$ cat src/rtl/ssd_pkg.sv
// rtl/ssd_pkg.sv - segment type and active-low hex glyph constants (a..g = bit 6..0)
package ssd_pkg;

  typedef logic [6:0] seg_t;

  localparam seg_t SEG_BLANK = 7'b1111111;

  localparam seg_t SEG_0 = 7'b0000001;
  localparam seg_t SEG_1 = 7'b1001111;
  localparam seg_t SEG_2 = 7'b0010010;
  localparam seg_t SEG_3 = 7'b0000110;
  localparam seg_t SEG_4 = 7'b1001100;
  localparam seg_t SEG_5 = 7'b0100100;
  localparam seg_t SEG_6 = 7'b0100000;
  localparam seg_t SEG_7 = 7'b0001111;
  localparam seg_t SEG_8 = 7'b0000000;
  localparam seg_t SEG_9 = 7'b0000100;
  localparam seg_t SEG_A = 7'b0001000;
  localparam seg_t SEG_B = 7'b1100000;
  localparam seg_t SEG_C = 7'b0110001;
  localparam seg_t SEG_D = 7'b1000010;
  localparam seg_t SEG_E = 7'b0110000;
  localparam seg_t SEG_F = 7'b0111000;

endpackage

$ cat src/rtl/hex_to_ssd.sv
// rtl/hex_to_ssd.sv - combinational nibble to active-low seven-segment decoder
module hex_to_ssd
  import ssd_pkg::*;
(
  input  logic [3:0] i_nib,
  output seg_t       o_seg
);

  always_comb begin
    o_seg = SEG_BLANK;
    case (i_nib)
      4'h0: o_seg = SEG_0;
      4'h1: o_seg = SEG_1;
      4'h2: o_seg = SEG_2;
      4'h3: o_seg = SEG_3;
      4'h4: o_seg = SEG_4;
      4'h5: o_seg = SEG_5;
      4'h6: o_seg = SEG_6;
      4'h7: o_seg = SEG_7;
      4'h8: o_seg = SEG_8;
      4'h9: o_seg = SEG_9;
      4'hA: o_seg = SEG_A;
      4'hB: o_seg = SEG_B;
      4'hC: o_seg = SEG_C;
      4'hD: o_seg = SEG_D;
      4'hE: o_seg = SEG_E;
      4'hF: o_seg = SEG_F;
      default: o_seg = SEG_BLANK;
    endcase
  end

endmodule

$ cat src/rtl/updown_counter_ssd.sv
// rtl/updown_counter_ssd.sv - prescaled up/down counter with load, wrap pulse and
// time-multiplexed hex seven-segment display of the full count
module updown_counter_ssd
  import ssd_pkg::*;
#(
  parameter int DIGITS   = 4,
  parameter int PRESCALE = 1,
  parameter int REFRESH  = 100000,
  parameter int BLANK_LZ = 0
) (
  input  logic                  clk,
  input  logic                  rst,
  input  logic                  en,
  input  logic                  up,
  input  logic                  load,
  input  logic [4*DIGITS-1:0]   din,
  output logic [4*DIGITS-1:0]   q,
  output logic                  tc,
  output logic [DIGITS-1:0]     an,
  output seg_t                  seg
);

  localparam int W   = 4 * DIGITS;
  localparam int PCW = (PRESCALE > 1) ? $clog2(PRESCALE) : 1;
  localparam int RCW = (REFRESH > 1) ? $clog2(REFRESH) : 1;
  localparam int SW  = (DIGITS > 1) ? $clog2(DIGITS) : 1;

  localparam logic [PCW-1:0]    PC_LAST  = PCW'(PRESCALE - 1);
  localparam logic [PCW-1:0]    PC_ONE   = PCW'(1);
  localparam logic [RCW-1:0]    RC_LAST  = RCW'(REFRESH - 1);
  localparam logic [RCW-1:0]    RC_ONE   = RCW'(1);
  localparam logic [SW-1:0]     SEL_LAST = SW'(DIGITS - 1);
  localparam logic [SW-1:0]     SEL_ONE  = SW'(1);
  localparam logic [W-1:0]      Q_ONE    = W'(1);
  localparam logic [DIGITS-1:0] AN_ONE   = DIGITS'(1);

  logic [PCW-1:0]    r_pc;
  logic [W-1:0]      r_q;
  logic [RCW-1:0]    r_rc;
  logic [SW-1:0]     r_sel;
  logic [DIGITS-1:0] r_an;
  seg_t              r_seg;

  logic              w_step;
  logic              w_rc_wrap;
  logic [SW+1:0]     w_shift;
  logic [W-1:0]      w_upper;
  logic [3:0]        w_nib;
  seg_t              w_dec;
  logic              w_blank;

  assign w_step    = en && (r_pc == PC_LAST);
  assign w_rc_wrap = (r_rc == RC_LAST);

  always_ff @(posedge clk or posedge rst) begin
    if (rst) begin
      r_pc <= '0;
    end else if (en) begin
      r_pc <= w_step ? '0 : r_pc + PC_ONE;
    end
  end

  // load outranks a step; the prescaler keeps running regardless of load
  always_ff @(posedge clk or posedge rst) begin
    if (rst) begin
      r_q <= '0;
    end else if (load) begin
      r_q <= din;
    end else if (w_step) begin
      r_q <= up ? r_q + Q_ONE : r_q - Q_ONE;
    end
  end

  assign tc = w_step && !load && (up ? (r_q == '1) : (r_q == '0));
  assign q  = r_q;

  always_ff @(posedge clk or posedge rst) begin
    if (rst) begin
      r_rc  <= '0;
      r_sel <= '0;
    end else begin
      r_rc <= w_rc_wrap ? '0 : r_rc + RC_ONE;
      if (w_rc_wrap) begin
        r_sel <= (r_sel == SEL_LAST) ? '0 : r_sel + SEL_ONE;
      end
    end
  end

  assign w_shift = {r_sel, 2'b00};
  assign w_upper = r_q >> w_shift;
  assign w_nib   = w_upper[3:0];
  assign w_blank = (BLANK_LZ != 0) && (r_sel != '0) && (w_upper == '0);

  hex_to_ssd u_dec (
    .i_nib (w_nib),
    .o_seg (w_dec)
  );

  // an and seg share one register stage so a digit switch never shows a stale pair
  always_ff @(posedge clk or posedge rst) begin
    if (rst) begin
      r_an  <= ~AN_ONE;
      r_seg <= SEG_0;
    end else begin
      r_an  <= ~(AN_ONE << r_sel);
      r_seg <= w_blank ? SEG_BLANK : w_dec;
    end
  end

  assign an  = r_an;
  assign seg = r_seg;

endmodule

$ cat config.mk
export PLATFORM = sky130hd
export DESIGN_NAME = updown_counter_ssd
export DESIGN_NICKNAME = d
export VERILOG_FILES = /design/src/rtl/ssd_pkg.sv /design/src/rtl/hex_to_ssd.sv /design/src/rtl/updown_counter_ssd.sv
export SDC_FILE = /design/constraint.sdc
export NUM_CORES = 1
export LEC_CHECK = 0
export ABC_AREA = 1
export CAP_MARGIN = 25
export CORE_AREA = 2 2 79 81
export CTS_BUF_LIST = sky130_fd_sc_hd__clkbuf_8
export DETAILED_ROUTE_END_ITERATION = 8
export DIE_AREA = 0 0 81 83
export PLACE_DENSITY = 0.95
export SLEW_MARGIN = 20
export SYNTH_ARGS = -nofsm -noshare
export SYNTH_HDL_FRONTEND = slang
export SYNTH_SLANG_ARGS = --single-unit
$ cat constraint.sdc
create_clock -name clk -period 2.9 [get_ports clk]
set_input_delay 0.435 -clock clk [delete_from_list [all_inputs] [get_ports clk]]
set_output_delay 0.435 -clock clk [all_outputs]
set_load 0.01 [all_outputs]
==> out/qor.csv, run 1 <==
metric;value;unit
r2r_end;seg[3]$_DFF_PP0_;
core-area;5820;µm²
slew_viol_final;0;
ys_seq_area_share;34.4;%
hold_class;reg -> reg;
crit_chain;inv_1 > nor4_1 > nand4_1 > a21oi_1 > clkdlybuf4s50_1;
crit_path_max_fanout;5;
maxCapViolations;0;
cpLargestDelayFamily;buffers and inverters;
synth_edf_count;0;
fin_worst_skew;9.79;ps
grt_pass1_wl;15700;µm
numPortBuffers;48;
numCtsBuffers;5;
grt_setup_unrepaired;false;
drt-pass1-iter-count;6;
worstSetupEndpointType;primary output;
die_area;6720;µm²
ys_ff_latch;47;
antenna_cells;0;
p_sw;776;µW
yosysMostFrequentCell;nand2_1;
core.rowCount;28;
cts_resized;0;
grt_pass1_vias;3349;
vias;3440;
path_buf_inv;2;
ant_nets;0;
post_cts_buffers;0;
postSynthCellCount;477;
worstMarginPinSlew;683;ps
fp.dieW;81;µm
cts.sink_count;47;
async_reset_ff_share;100;%
drt-initial-drc-count;308;
syn-num-nets;524;
p_sw_share;37.2;%
viasPerCell;5.68;
synth_area_leader_cell;dfrtp_1;
cp.required;2470;ps
reg2regPathDepth;10;
comb_power_share;37.1;%
synthToLayoutAreaGrowth;20.0;%
min_period_over_period;91.2;%
netlist-cell-type-count;43;
die_y;83;µm
clock_latency;310;ps
endpoint;tc;
pin_count;49;
cp_slowest_cell;clkdlybuf4s50_1;
setup_viol;0;
met2_usage;48.4;%
drive_gt1_share;7.34;%
status;completed;
p_int;1310;µW
seq_power_share;38.4;%
drc;0;
antenna_found_initial;0;
cts.reportedPaths.clkPinSlew;90;ps
ir_drop;0.000273;V
synth_flop_cell;dfrtp_1;
pwr-share-clk;24.5;%
grt_util_met1;38.0;%
routed_wire_length_per_instance;15.0;µm
hold_violations;0;
yosysTopAreaCellShare;31.3;%
layout.cells.non_filler;606;
max_stage_delay;550;ps
fmax;378;MHz
grt_max_degree;34;
htree_levels;2;
gp_congestion;0.959;
grtUsageMet3;6.41;%
gr-max-usage-layer;met2;
start_util;59.0;%
tritoncts;yes;
synth_area;3430;µm²
root_buffer;clkbuf_8;
synth.area.top_cells;dfrtp_1 31%, nand2_1 14%, ha_1 9.1%, inv_1 8.3%, nand3_1 4.4%;
reg2reg_slack;850;ps
p_leak;0.00207;µW
cp.depth;5;
start_kind;register;
crit-reg2reg-launch;r_sel[0]$_DFFE_PP0N_;
tns;0;ps
placed_cells;598;
grt-ovfl-total;0;
worst-setup-path-type;reg -> out;
arrival;2210;ps
wirelength;9070;µm
slew_headroom;54.4;%
synth_common_cells;128 x nand2_1, 76 x inv_1, 43 x dfrtp_1;
avgSynthCellArea;7.20;µm²
grtUsageTotal;29.6;%
dp_hpwl;7080;µm
ctsHoldBuffers;0;
layout_min_cycle_time;2650;ps
yosysWarnings;0;
cp-startpoint;q[0]$_DFFE_PP0P_;
power.density;507;nW/µm²
final_nets;577;
cts_buffer_depth;2;
-- final cells by class --
cell class / instances / area (µm²)
multi-input cells: 341 / 1900
fillers: 499 / 1700
flip-flops and latches: 47 / 1180
repair buffers: 53 / 518
inverters: 82 / 313
well taps: 75 / 93.8
clock buffers: 5 / 68.8
clock inverters: 3 / 46.3
-- worst register-to-register path: cells and delay by family, from the launching register on --
| kind | cells | cell delay [ps] |
|---|---|---|
| buf+inv | 2 | 270 |
| compound gates | 2 | 190 |
| fa+ha+maj | 1 | 250 |
| flops | 1 | 690 |
| simple gates | 5 | 550 |
-- power groups by stage --
| stage | registers (µW) | logic [µW] | clock network (µW) |
|---|---|---|---|
| after floorplan | 812 | 456 | 0 |
| after global placement | 811 | 747 | 0 |
| after detailed placement | 809 | 762 | 0 |
| after CTS | 798 | 766 | 506 |
| after global routing | 806 | 872 | 540 |
| final | 801 | 775 | 511 |
-- registers in the layout, summed over array words and instances, names as in the netlist --
name,flops
r_pc,1
an,4
q,16
r_rc,17
r_sel,2
seg,7
-- cells in the final DEF, fill, tap and decap left out, types with 6 or more instances in the layout --
cell and count:
a21oi_1 21, clkdlybuf4s50_1 48, dfrtp_1 43, ha_1 25, inv_1 75, nand2_1 128
nand3_1 30, nand4_1 15, nor2_1 28, nor3_1 12, o211ai_1 6, o21ai_0 23
xor2_1 9
-- metal layers --
metal / share of wire [%] / wire length (µm) / vias to the layer above
li1: - / - / 1652
met1: 41 / 3730 / 1597
met2: 48 / 4320 / 165
met3: 8.0 / 723 / 26
met4: 3.3 / 295 / 0
met5: 0 / 0 / -
-- per-stage QoR --
stage / util [%] / hold WS, ps / worst slack, ps / instance area, µm² / total power [µW]
finish: 70.8 / 474 / 255 / 4120 / 2090
global route: 70.8 / 502 / 166 / 4120 / 2220
CTS: 70.8 / 485 / 282 / 4120 / 2070
detailed placement: 68.8 / 471 / 272 / 4000 / 1570
global placement: 68.8 / 451 / 310 / 4000 / 1560
floorplan: - / 433 / 988 / 3430 / 1270
-- worst min path at each step --
stage	endpoint	cells past startpoint	startpoint	slack, ps
after global routing	r_rc[0]$_DFF_PP0_	1	r_rc[0]$_DFF_PP0_	500
after CTS	r_rc[0]$_DFF_PP0_	1	r_rc[0]$_DFF_PP0_	480
after global placement	r_rc[0]$_DFF_PP0_	1	r_rc[0]$_DFF_PP0_	450
final	r_rc[0]$_DFF_PP0_	1	r_rc[0]$_DFF_PP0_	470
after detailed placement	r_pc$_DFFE_PP0P_	2	r_pc$_DFFE_PP0P_	470
after floorplan	r_rc[0]$_DFF_PP0_	1	r_rc[0]$_DFF_PP0_	430
-- cells by family (layout without fill, tap and decap cells) --
| group | after synthesis | count (layout) | synth area share [%] |
|---|---|---|---|
| compound gates | 64 | 64 | 10.9 |
| xor+xnor | 12 | 12 | 3.06 |
| fa+ha+maj | 26 | 26 | 9.69 |
| buf+inv | 89 | 143 | 10.3 |
| flops | 47 | 47 | 34.4 |
| simple gates | 239 | 239 | 31.7 |
(Power assumes the default switching activity.)
==> run 2: changes to the inputs <==
--- a/config.mk
+++ b/config.mk
@@ -12,6 +12,7 @@
 export DETAILED_ROUTE_END_ITERATION = 8
 export DIE_AREA = 0 0 81 83
 export PLACE_DENSITY = 0.95
+export REMOVE_ABC_BUFFERS = 1
 export SLEW_MARGIN = 20
 export SYNTH_ARGS = -nofsm -noshare
 export SYNTH_HDL_FRONTEND = slang
==> out/qor.csv, run 2 (synthesis results as in run 1) <==
metric;value;unit;change
status;completed;;unchanged
die_y;83;µm;unchanged
ctsHoldBuffers;0;;unchanged
start_util;59.0;%;unchanged
pin_count;49;;unchanged
cts.sink_count;47;;unchanged
drc;0;;unchanged
layout_common_cells;128 x nand2_1, 75 x inv_1, 48 x clkdlybuf4s50_1;;unchanged
cts_resized;0;;unchanged
numPortBuffers;48;;unchanged
worstMarginPinSlew;535;ps;was 683 ps
tns;0;ps;unchanged
post_cts_buffers;0;;unchanged
cts_buffer_depth;2;;unchanged
gp_congestion;0.969;;was 0.959
grt_pass1_vias;3395;;was 3349
fmax;381;MHz;was 378 MHz
drive_gt1_share;7.34;%;unchanged
numCtsBuffers;5;;unchanged
arrival;2190;ps;was 2210 ps
layout_min_cycle_time;2620;ps;was 2650 ps
largest_register;r_rc;;unchanged
slew_headroom;64.3;%;was 54.4%
utilization;70.8;%;unchanged
vias;3503;;was 3440
htree_levels;2;;unchanged
wirelength;9200;µm;was 9070 µm
grt_setup_unrepaired;false;;unchanged
routed_wire_length_per_instance;15.2;µm;was 15.0 µm
cp.required;2470;ps;about the same
fin_worst_skew;5.82;ps;was 9.79 ps
hold_class;in -> async;;was reg -> reg
viasPerCell;5.78;;was 5.68
worst-setup-path-type;in -> out;;was reg -> out
antenna_cells;0;;unchanged
dp_hpwl;6980;µm;was 7080 µm
die_area;6720;µm²;unchanged
tritoncts;yes;;unchanged
start_kind;primary input;;was register
ant_nets;0;;unchanged
fp.dieW;81;µm;unchanged
setup_ws;276;ps;was 255 ps
synthToLayoutAreaGrowth;20.0;%;unchanged
slew_viol_final;0;;unchanged
clock_latency;320;ps;was 310 ps
core.rowCount;28;;unchanged
grt_pass1_wl;15600;µm;was 15700 µm
cts.reportedPaths.clkPinSlew;100;ps;was 90 ps
hold_violations;0;;unchanged
final_common_cell;nand2_1;;unchanged
ir_drop;0.000357;V;was 0.000273 V
crit_path_max_fanout;4;;was 5
core-area;5820;µm²;unchanged
p_leak;0.00207;µW;unchanged
min_period_over_period;90.5;%;was 91.2%
antenna_found_initial;0;;unchanged
grt_max_degree;23;;was 34
grtUsageTotal;29.4;%;was 29.6%
reg2reg_slack;790;ps;was 850 ps
worstSetupEndpointType;primary output;;unchanged
power.density;508;nW/µm²;was 507 nW/µm²
largest_reg_flops;17;;unchanged
dp_slack;225;ps;was 272 ps
drt-pass1-iter-count;7;;was 6
final_nets;577;;unchanged
maxCapViolations;0;;unchanged
setup_viol;0;;unchanged
drt-initial-drc-count;361;;was 308
root_buffer;clkbuf_8;;unchanged
grt-ovfl-total;0;;unchanged
[run 2: cell counts in the layout (fill, tap and decap cells not counted)]
Identical to the previous run, type by type.
[run 2: final timing paths]
| path | from | endpoint | cells after the start |
|---|---|---|---|
| hold / removal | rst | seg[1]$_DFF_PP0_ | 2 |
| min in group clk | r_rc[0]$_DFF_PP0_ | r_rc[0]$_DFF_PP0_ | 1 |
| setup reg to reg | r_sel[0]$_DFFE_PP0N_ | seg[3]$_DFF_PP0_ | 10 |
| setup / recovery | up | tc | 7 |
| max in group asynchronous | rst | q[6]$_DFFE_PP0P_ | 3 |
| hold reg to reg | r_rc[0]$_DFF_PP0_ | r_rc[0]$_DFF_PP0_ | 1 |
[run 2: critical path, cell delays in order]
cell and delay, ps:
clkdlybuf4s50_1 520, inv_1 120, nand4_1 90, nor3_1 160
nand4_1 120, a21oi_1 170, clkdlybuf4s50_1 560
[run 2: metrics by stage]
step                      instance area, µm²  cells  hold WS, ps  power [µW]
after floorplan                         3390    470          433        1260
after global placement                  4000    598          449        1540
after detailed placement                4000    598          479        1560
after CTS                               4120    606          418        2070
after global routing                    4120    606          440        2210
final                                   4120    606          401        2090
[run 2: layout make-up]
cell class,instances,area (µm²)
multi-input combinational,341,1900
fill,454,1700
sequential,47,1180
timing repair buffer,53,518
inverter,82,313
tap,75,93.8
clock buffer,5,68.8
clock inverter,3,46.3
[run 2: per-layer routing]
layer | wire length (µm) | vias to the layer above | GRT usage [%] | share of wire, %
met3 | 886 | 54 | 5.76 | 9.6
met1 | 3610 | 1569 | 38.4 | 39
met5 | 0 | - | 0 | 0
met2 | 4290 | 234 | 47.8 | 47
met4 | 413 | 0 | 10.8 | 4.5
li1 | - | 1646 | - | -
[run 2: power breakdown]
group	total, µW	leakage, µW	switching (µW)	internal (µW)
sequential	801	0.000590	83.2	718
clock	518	0.0000548	258	260
combinational	772	0.00142	439	333
==> run 3: changes to the inputs <==
--- a/config.mk
+++ b/config.mk
@@ -13,6 +13,7 @@
 export DIE_AREA = 0 0 81 83
 export PLACE_DENSITY = 0.95
 export REMOVE_ABC_BUFFERS = 1
+export SKIP_CTS_REPAIR_TIMING = 1
 export SLEW_MARGIN = 20
 export SYNTH_ARGS = -nofsm -noshare
 export SYNTH_HDL_FRONTEND = slang
==> results of run 3 <==
Same layout as run 2: the final DEF is identical, and so are final timing and power.
